--- src/rtl/alu_uart_interface.sv ---
// Serial front end for the ALU: gathers A, B and opcode bytes from the UART, computes, sends the result byte.
// Optional INTF_TIMEOUT_EN adds an inter-byte timeout that abandons a partial sequence.
module alu_uart_interface #(
  parameter int unsigned NB_DATA        = 8,
  parameter int unsigned NB_OP          = 6,
  parameter int unsigned TIMEOUT_CYCLES = 100000
) (
  input  logic               i_clock,
  input  logic               i_reset,
  input  logic [NB_DATA-1:0] i_rx_data,
  input  logic               i_rx_done,
  input  logic               i_tx_busy,
  input  logic               i_tx_done,
  output logic [NB_DATA-1:0] o_tx_data,
  output logic               o_tx_start,
  input  logic [NB_DATA-1:0] i_alu_result,
  output logic [NB_DATA-1:0] o_alu_a,
  output logic [NB_DATA-1:0] o_alu_b,
  output logic [NB_OP-1:0]   o_alu_op,
  output logic               o_op_error,
  output logic               o_rx_overrun
);

  typedef enum logic [2:0] {IDLE, WAIT_B, WAIT_OP, CALC, SEND, WAIT_TX} state_e;

  state_e             state_q, state_d;
  logic [NB_DATA-1:0] alu_a_q, alu_a_d;
  logic [NB_DATA-1:0] alu_b_q, alu_b_d;
  logic [NB_DATA-1:0] tx_data_q, tx_data_d;
  logic [NB_OP-1:0]   alu_op_q, alu_op_d;
  logic               tx_start_q, tx_start_d;
  logic               op_error_q, op_error_d;
  logic               rx_overrun_q, rx_overrun_d;
  logic               op_valid;

`ifdef INTF_TIMEOUT_EN
  localparam int unsigned CNT_W = (TIMEOUT_CYCLES > 1) ? $clog2(TIMEOUT_CYCLES) : 1;
  logic [CNT_W-1:0] cnt_q, cnt_d;
  logic             timeout;
`endif

  // Upper opcode bits must be zero; the low bits must name a supported operation.
  always_comb begin
    op_valid = 1'b0;
    if (i_rx_data[NB_DATA-1:NB_OP] == '0) begin
      case (i_rx_data[NB_OP-1:0])
        NB_OP'(8'h20), NB_OP'(8'h22), NB_OP'(8'h24), NB_OP'(8'h25),
        NB_OP'(8'h26), NB_OP'(8'h03), NB_OP'(8'h02), NB_OP'(8'h27): op_valid = 1'b1;
        default: op_valid = 1'b0;
      endcase
    end
  end

  always_comb begin
    state_d      = state_q;
    alu_a_d      = alu_a_q;
    alu_b_d      = alu_b_q;
    alu_op_d     = alu_op_q;
    tx_data_d    = tx_data_q;
    tx_start_d   = 1'b0;
    op_error_d   = 1'b0;
    rx_overrun_d = rx_overrun_q;
`ifdef INTF_TIMEOUT_EN
    cnt_d   = '0;
    timeout = (cnt_q == CNT_W'(TIMEOUT_CYCLES - 1));
`endif
    case (state_q)
      IDLE: begin
        if (i_rx_done) begin
          alu_a_d = i_rx_data;
          state_d = WAIT_B;
        end
      end
      WAIT_B: begin
        if (i_rx_done) begin
          alu_b_d = i_rx_data;
          state_d = WAIT_OP;
        end
`ifdef INTF_TIMEOUT_EN
        else if (timeout) state_d = IDLE;
        else              cnt_d   = cnt_q + 1'b1;
`endif
      end
      WAIT_OP: begin
        if (i_rx_done) begin
          if (op_valid) begin
            alu_op_d = i_rx_data[NB_OP-1:0];
            state_d  = CALC;
          end else begin
            op_error_d = 1'b1;
            state_d    = IDLE;
          end
        end
`ifdef INTF_TIMEOUT_EN
        else if (timeout) state_d = IDLE;
        else              cnt_d   = cnt_q + 1'b1;
`endif
      end
      CALC: begin
        tx_data_d = i_alu_result;
        state_d   = SEND;
      end
      SEND: begin
        if (!i_tx_busy) begin
          tx_start_d = 1'b1;
          state_d    = WAIT_TX;
        end
      end
      WAIT_TX: begin
        if (i_tx_done) state_d = IDLE;
      end
      default: state_d = IDLE;
    endcase
    // Bytes arriving while the result is being produced or sent are lost.
    if (i_rx_done && (state_q inside {CALC, SEND, WAIT_TX})) rx_overrun_d = 1'b1;
  end

  always_ff @(posedge i_clock or negedge i_reset) begin
    if (!i_reset) begin
      state_q      <= IDLE;
      alu_a_q      <= '0;
      alu_b_q      <= '0;
      alu_op_q     <= '0;
      tx_data_q    <= '0;
      tx_start_q   <= 1'b0;
      op_error_q   <= 1'b0;
      rx_overrun_q <= 1'b0;
`ifdef INTF_TIMEOUT_EN
      cnt_q        <= '0;
`endif
    end else begin
      state_q      <= state_d;
      alu_a_q      <= alu_a_d;
      alu_b_q      <= alu_b_d;
      alu_op_q     <= alu_op_d;
      tx_data_q    <= tx_data_d;
      tx_start_q   <= tx_start_d;
      op_error_q   <= op_error_d;
      rx_overrun_q <= rx_overrun_d;
`ifdef INTF_TIMEOUT_EN
      cnt_q        <= cnt_d;
`endif
    end
  end

  assign o_alu_a      = alu_a_q;
  assign o_alu_b      = alu_b_q;
  assign o_alu_op     = alu_op_q;
  assign o_tx_data    = tx_data_q;
  assign o_tx_start   = tx_start_q;
  assign o_op_error   = op_error_q;
  assign o_rx_overrun = rx_overrun_q;

endmodule

--- config.mk ---
export PLATFORM = sky130hd
export DESIGN_NAME = alu_uart_interface
export DESIGN_NICKNAME = d
export VERILOG_FILES = /design/src/rtl/alu_uart_interface.sv
export SDC_FILE = /design/constraint.sdc
export NUM_CORES = 1
export LEC_CHECK = 0
export BUFFER_PORTS_ARGS = -buffer_cell sky130_fd_sc_hd__buf_2
export CORE_MARGIN = 2
export CORE_UTILIZATION = 47
export CTS_CLUSTER_SIZE = 40
export DETAILED_ROUTE_END_ITERATION = 8
export PLACE_DENSITY = 0.77
export SLEW_MARGIN = 20
export SYNTH_ARGS = -nofsm -noshare
export SYNTH_HDL_FRONTEND = slang
export SYNTH_SLANG_ARGS = --single-unit
--- constraint.sdc ---
create_clock -name i_clock -period 2.22 [get_ports i_clock]
set_input_delay 0.333 -clock i_clock [delete_from_list [all_inputs] [get_ports i_clock]]
set_output_delay 0.333 -clock i_clock [all_outputs]
set_load 0.02 [all_outputs]
==> After elaboration in Yosys (flattened, before gate mapping) <==
Index checks and enable logic that the tools add are counted.
W data, S select, Z words.
{ "word_totals": {"regBits": 36, "in_bits": 21, "output_inout_bits": 33, "elab_cells": 49} }
{ "op_classes": {"n_eq_ne": 18, "n_mux": 14, "reduce_logical": 9} }
{ "ops": {"columns": ["op", "n"], "rows": [
  ["$eq A6 B6 Y1 const B", 6],
  ["$pmux W3 S6", 1],
  ["$mux W3", 5],
  ["$eq A6 B2 Y1 const B", 2],
  ["$ne A2 B2 Y1 const B", 5],
  ["$reduce_or A8 Y1", 1],
  ["$mux W1", 7],
  ["$eq A3 B2 Y1 const B", 2],
  ["$eq A3 B3 Y1 const B", 2],
  ["$reduce_and A5 Y1", 1],
  ["$reduce_and A2 Y1", 2],
  ["$eq A3 B1 Y1 const B", 1],
  ["$logic_not A3 Y1", 1],
  ["$reduce_and A3 Y1", 1],
  ["$reduce_bool A3 Y1", 1],
  ["$logic_not A2 Y1", 1],
  ["$mux W2", 1],
  ["$logic_and A1 B1 Y1", 1]
]} }

==> Logic depth before layout (Yosys ltp) <==
{ "depth": {"ltp_word": 7, "mapped_depth": 5, "ltp_nobuf": 4} }

==> Least setup slack after synthesis <==
Ideal clock, no wire load.
{ "synth_timing": {"path_kind": "register to register", "startpoint": "reg state_q[0]", "endpoint": "reg alu_op_q[0] (netlist: o_alu_op[0])", "arrival_time_ns": 1.569, "t_required_ns": 2.095, "setup_slack_ns": 0.526, "stages_incl_launch_ff": 6, "path_buffers": 1, "synth_period_minus_slack_ns": 1.694, "cell_sequence": "dfrtp_1 buf_6 or3b_4 or2_4 nor2_4 mux2_2"} }
{ "synth_via": {"elab_chain_len": 2} }
{ "synth_lines": {"columns": ["element", "line", "text"], "rows": [
  ["start: declaration", "26", "state_e state_q, state_d;"],
  ["start signal: assignment", "132", "state_q <= state_d;"],
  ["$eq A3 B2 Y1", "67", "case (state_q)"],
  ["$reduce_and A3 Y1 (no line)", null, null],
  ["end signal: assignment", "135", "alu_op_q <= alu_op_d;"],
  ["end: declaration", "30", "logic [NB_OP-1:0] alu_op_q, alu_op_d;"]
]} }
Every way passes these cells.
A chain may end at the register's enable or synchronous reset.

==> Worst setup path in the final report <==
Same ends and word-level chain as after synthesis.

==> metrics.yaml <==
status:
  outcome: "complete, no violations"
place:
  port_buffers: 53
  dpl_worst_slack_ns: 0.3626
  dp.cells: 180
  finalWeightedCongestion: 0.7508
  dp_hpwl_mm: 2.085
  placed_area_um2: 1727
cts:
  cts_root_buffer: "clkbuf_4"
  path_clk_slew_ns: 0.11
  hold_buffers: 0
  cts_buffer_depth: 2
  numClockSinks: 36
  cts_tree: "done"
  clkLatencyLatePin_ns: 0.33
  cts.repair.resized: 0
  htreeDepth: 2
  post-cts-setup-buffer-count: 0
  cts_buffers: 5
pwr:
  power.total_mw: 2.655
  p_clk_frac: 0.172
  irDropWorstVdd_v: 0.0008021
  power_frac_comb: 0.418
  p_sw_frac: 0.3751
  powerDensity_nw_per_um2: 1469
  cellLeakagePower_nw: 0.8942
  p_int_mw: 1.659
  seqPwrFrac: 0.409
  p_switching_mw: 0.9957
worst_setup_path:
  cp.required_ns: 2.44
  path_max_fanout: 8
  crit_type: "reg2reg"
  path_cells: "or3b_4 > or2_4 > nor2_4 > mux2_2"
  slowest_stage: "dfrtp_1"
  crit_arrival_ns: 2.00
  slowest_delay_ns: 0.49
  end_kind: "flip-flop"
  worstSetupStartpointType: "flip-flop"
floorplanning:
  fp.dieArea_um2: 3503
  initial_core_util: 0.4807
  die_height_um: 59.19
  dieWidth_um: 59.19
  core_area_um2: 2978
  io_pins: 54
  num_rows: 20
timing:
  period_needed_ns: 1.776
  setup_viol: 0
  fin_hold_ws_ns: 0.06792
  tightest_slew_ns: 0.7867
  setup_tns_ns: 0
  fin_crit_sh: 0.8001
  setup_ws_ns: 0.4438
  max_slew_margin: 0.4755
  fmax_ghz: 0.5630
  report.final.slew_viol_count: 0
  skew_ns: 0.004273
  rsz0062_at_grt: "no"
  hold_viol_final: 0
global_route:
  gr-total-overflow: 0
  grt_max_degree: 37
  grt_pass1_vias: 928
  grt_pass1_wl_mm: 4.464
  antenna_found_initial: 0
  track_usage: 0.1754
detailed_routing:
  drc: 0
  dr.pass1.iters: 4
  detail-route-antenna-nets: 0
  vias_per_cell: 5.160
  wl_mm: 2.750
  vias: 970
  wl_per_cell_um: 14.63
  drt_iter0_drc: 13
final_layout:
  post-route-cell-area_um2: 1807
  diodes: 0
  stdcell_count: 188
  final_nets: 175
  drive_gt1_frac: 0.6194
  syn2layout_area_growth_pct: 26.22
  final_util: 0.6067
synth:
  synth.top_cell.area_share: 0.6294
  yosysTopAreaCell: "dfrtp_1"
  yosys_register_bits: 36
  synth.area.top_cells: "dfrtp_1 63%, mux2_2 22%, nor2b_1 1.3%, nand3b_1 1.0%, buf_6 0.79%"
  ys.flop_type: "dfrtp_1"
  synth_edf_count: 0
  syn_inst: 96
  yosysSeqAreaShare: 0.6294
  syn-num-nets: 117
  synthArstFlopShare: 1.000
  ys_types: 27
  yosysWarnings: 0
  synth_commonest_cells: "36 x dfrtp_1, 28 x mux2_2, 3 x nand2_1, 3 x nor2b_1"
  syn_avg_cell_area_um2: 14.91
  yosysMostFrequentCell: "dfrtp_1"
  synthesis.area_um2: 1431
job:
  maxCapViolations: 0
worst_hold_path:
  hold_class: "in2async"
[path summary, 6_finish.rpt]
path	startpoint	endpoint	slack [ns]	depth (start not counted)
min	i_reset	o_tx_data[4]	0.07	1
max reg2reg	state_q[0]	o_alu_op[0]	0.44	4
max	state_q[0]	o_alu_op[0]	0.44	4
min reg2reg	o_rx_overrun	o_rx_overrun	0.46	1
max in group asynchronous	i_reset	o_alu_op[0]	1.66	1
min in group i_clock	i_tx_busy	o_tx_start	0.16	2
[logic make-up (layout without fill, tap and decap cells)]
| group | after synthesis | count (layout) | share of synthesized area |
|---|---|---|---|
| AO/OA/AOI/OAI | 7 | 7 | 0.03409 |
| buffers and inverters | 4 | 63 | 0.01573 |
| multiplexers | 29 | 29 | 0.2273 |
| AND/OR/NAND/NOR | 19 | 19 | 0.08742 |
| XOR/XNOR | 1 | 1 | 0.006120 |
| flip-flops | 36 | 36 | 0.6294 |
[placed cells by master (no fill, tap or decap), types with 2 or more instances in the layout]
cell type and count:
nor2_1 2, dfrtp_1 36, mux2_2 28, clkbuf_4 5, buf_2 53, nor2b_1 3, nand2_1 3, nand3b_1 2
[final cells by class]
class                   instances  area [um^2]
well taps                      33        41.29
clock inverters                 3        42.54
fillers                       251         1171
repair buffers                 54        272.8
flip-flops and latches         36        900.9
clock buffers                   5        37.54
multi-input cells              56        508.0
inverters                       1        3.754
[power groups by stage]
stage	logic, mW	clock network (mW)	registers [mW]
after floorplan	0.489	0	1.37
after global placement	1.09	0	1.09
after detailed placement	1.12	0	1.10
after CTS	1.12	0.466	1.09
after global routing	1.19	0.491	1.13
final	1.11	0.458	1.09
[critical path: cells and delay by family (launching register included)]
| kind | cells | cell delay, ns |
|---|---|---|
| and+or+nand+nor | 3 | 0.82 |
| DFF | 1 | 0.49 |
| muxes | 1 | 0.36 |
[metal layers]
layer / up-vias / track usage / part of all wire
li1: 456 / - / -
met1: 484 / 0.2221 / 0.41
met2: 25 / 0.2810 / 0.53
met3: 5 / 0.04148 / 0.034
met4: 0 / 0.08766 / 0.020
met5: - / 0 / 0
[registers in the layout (all words and copies together) (netlist names)]
register	count
o_rx_overrun	1
o_tx_data	8
o_alu_b	8
o_tx_start	1
state_q	3
o_alu_a	8
o_op_error	1
o_alu_op	6
Power figures use the tool's default switching activity.
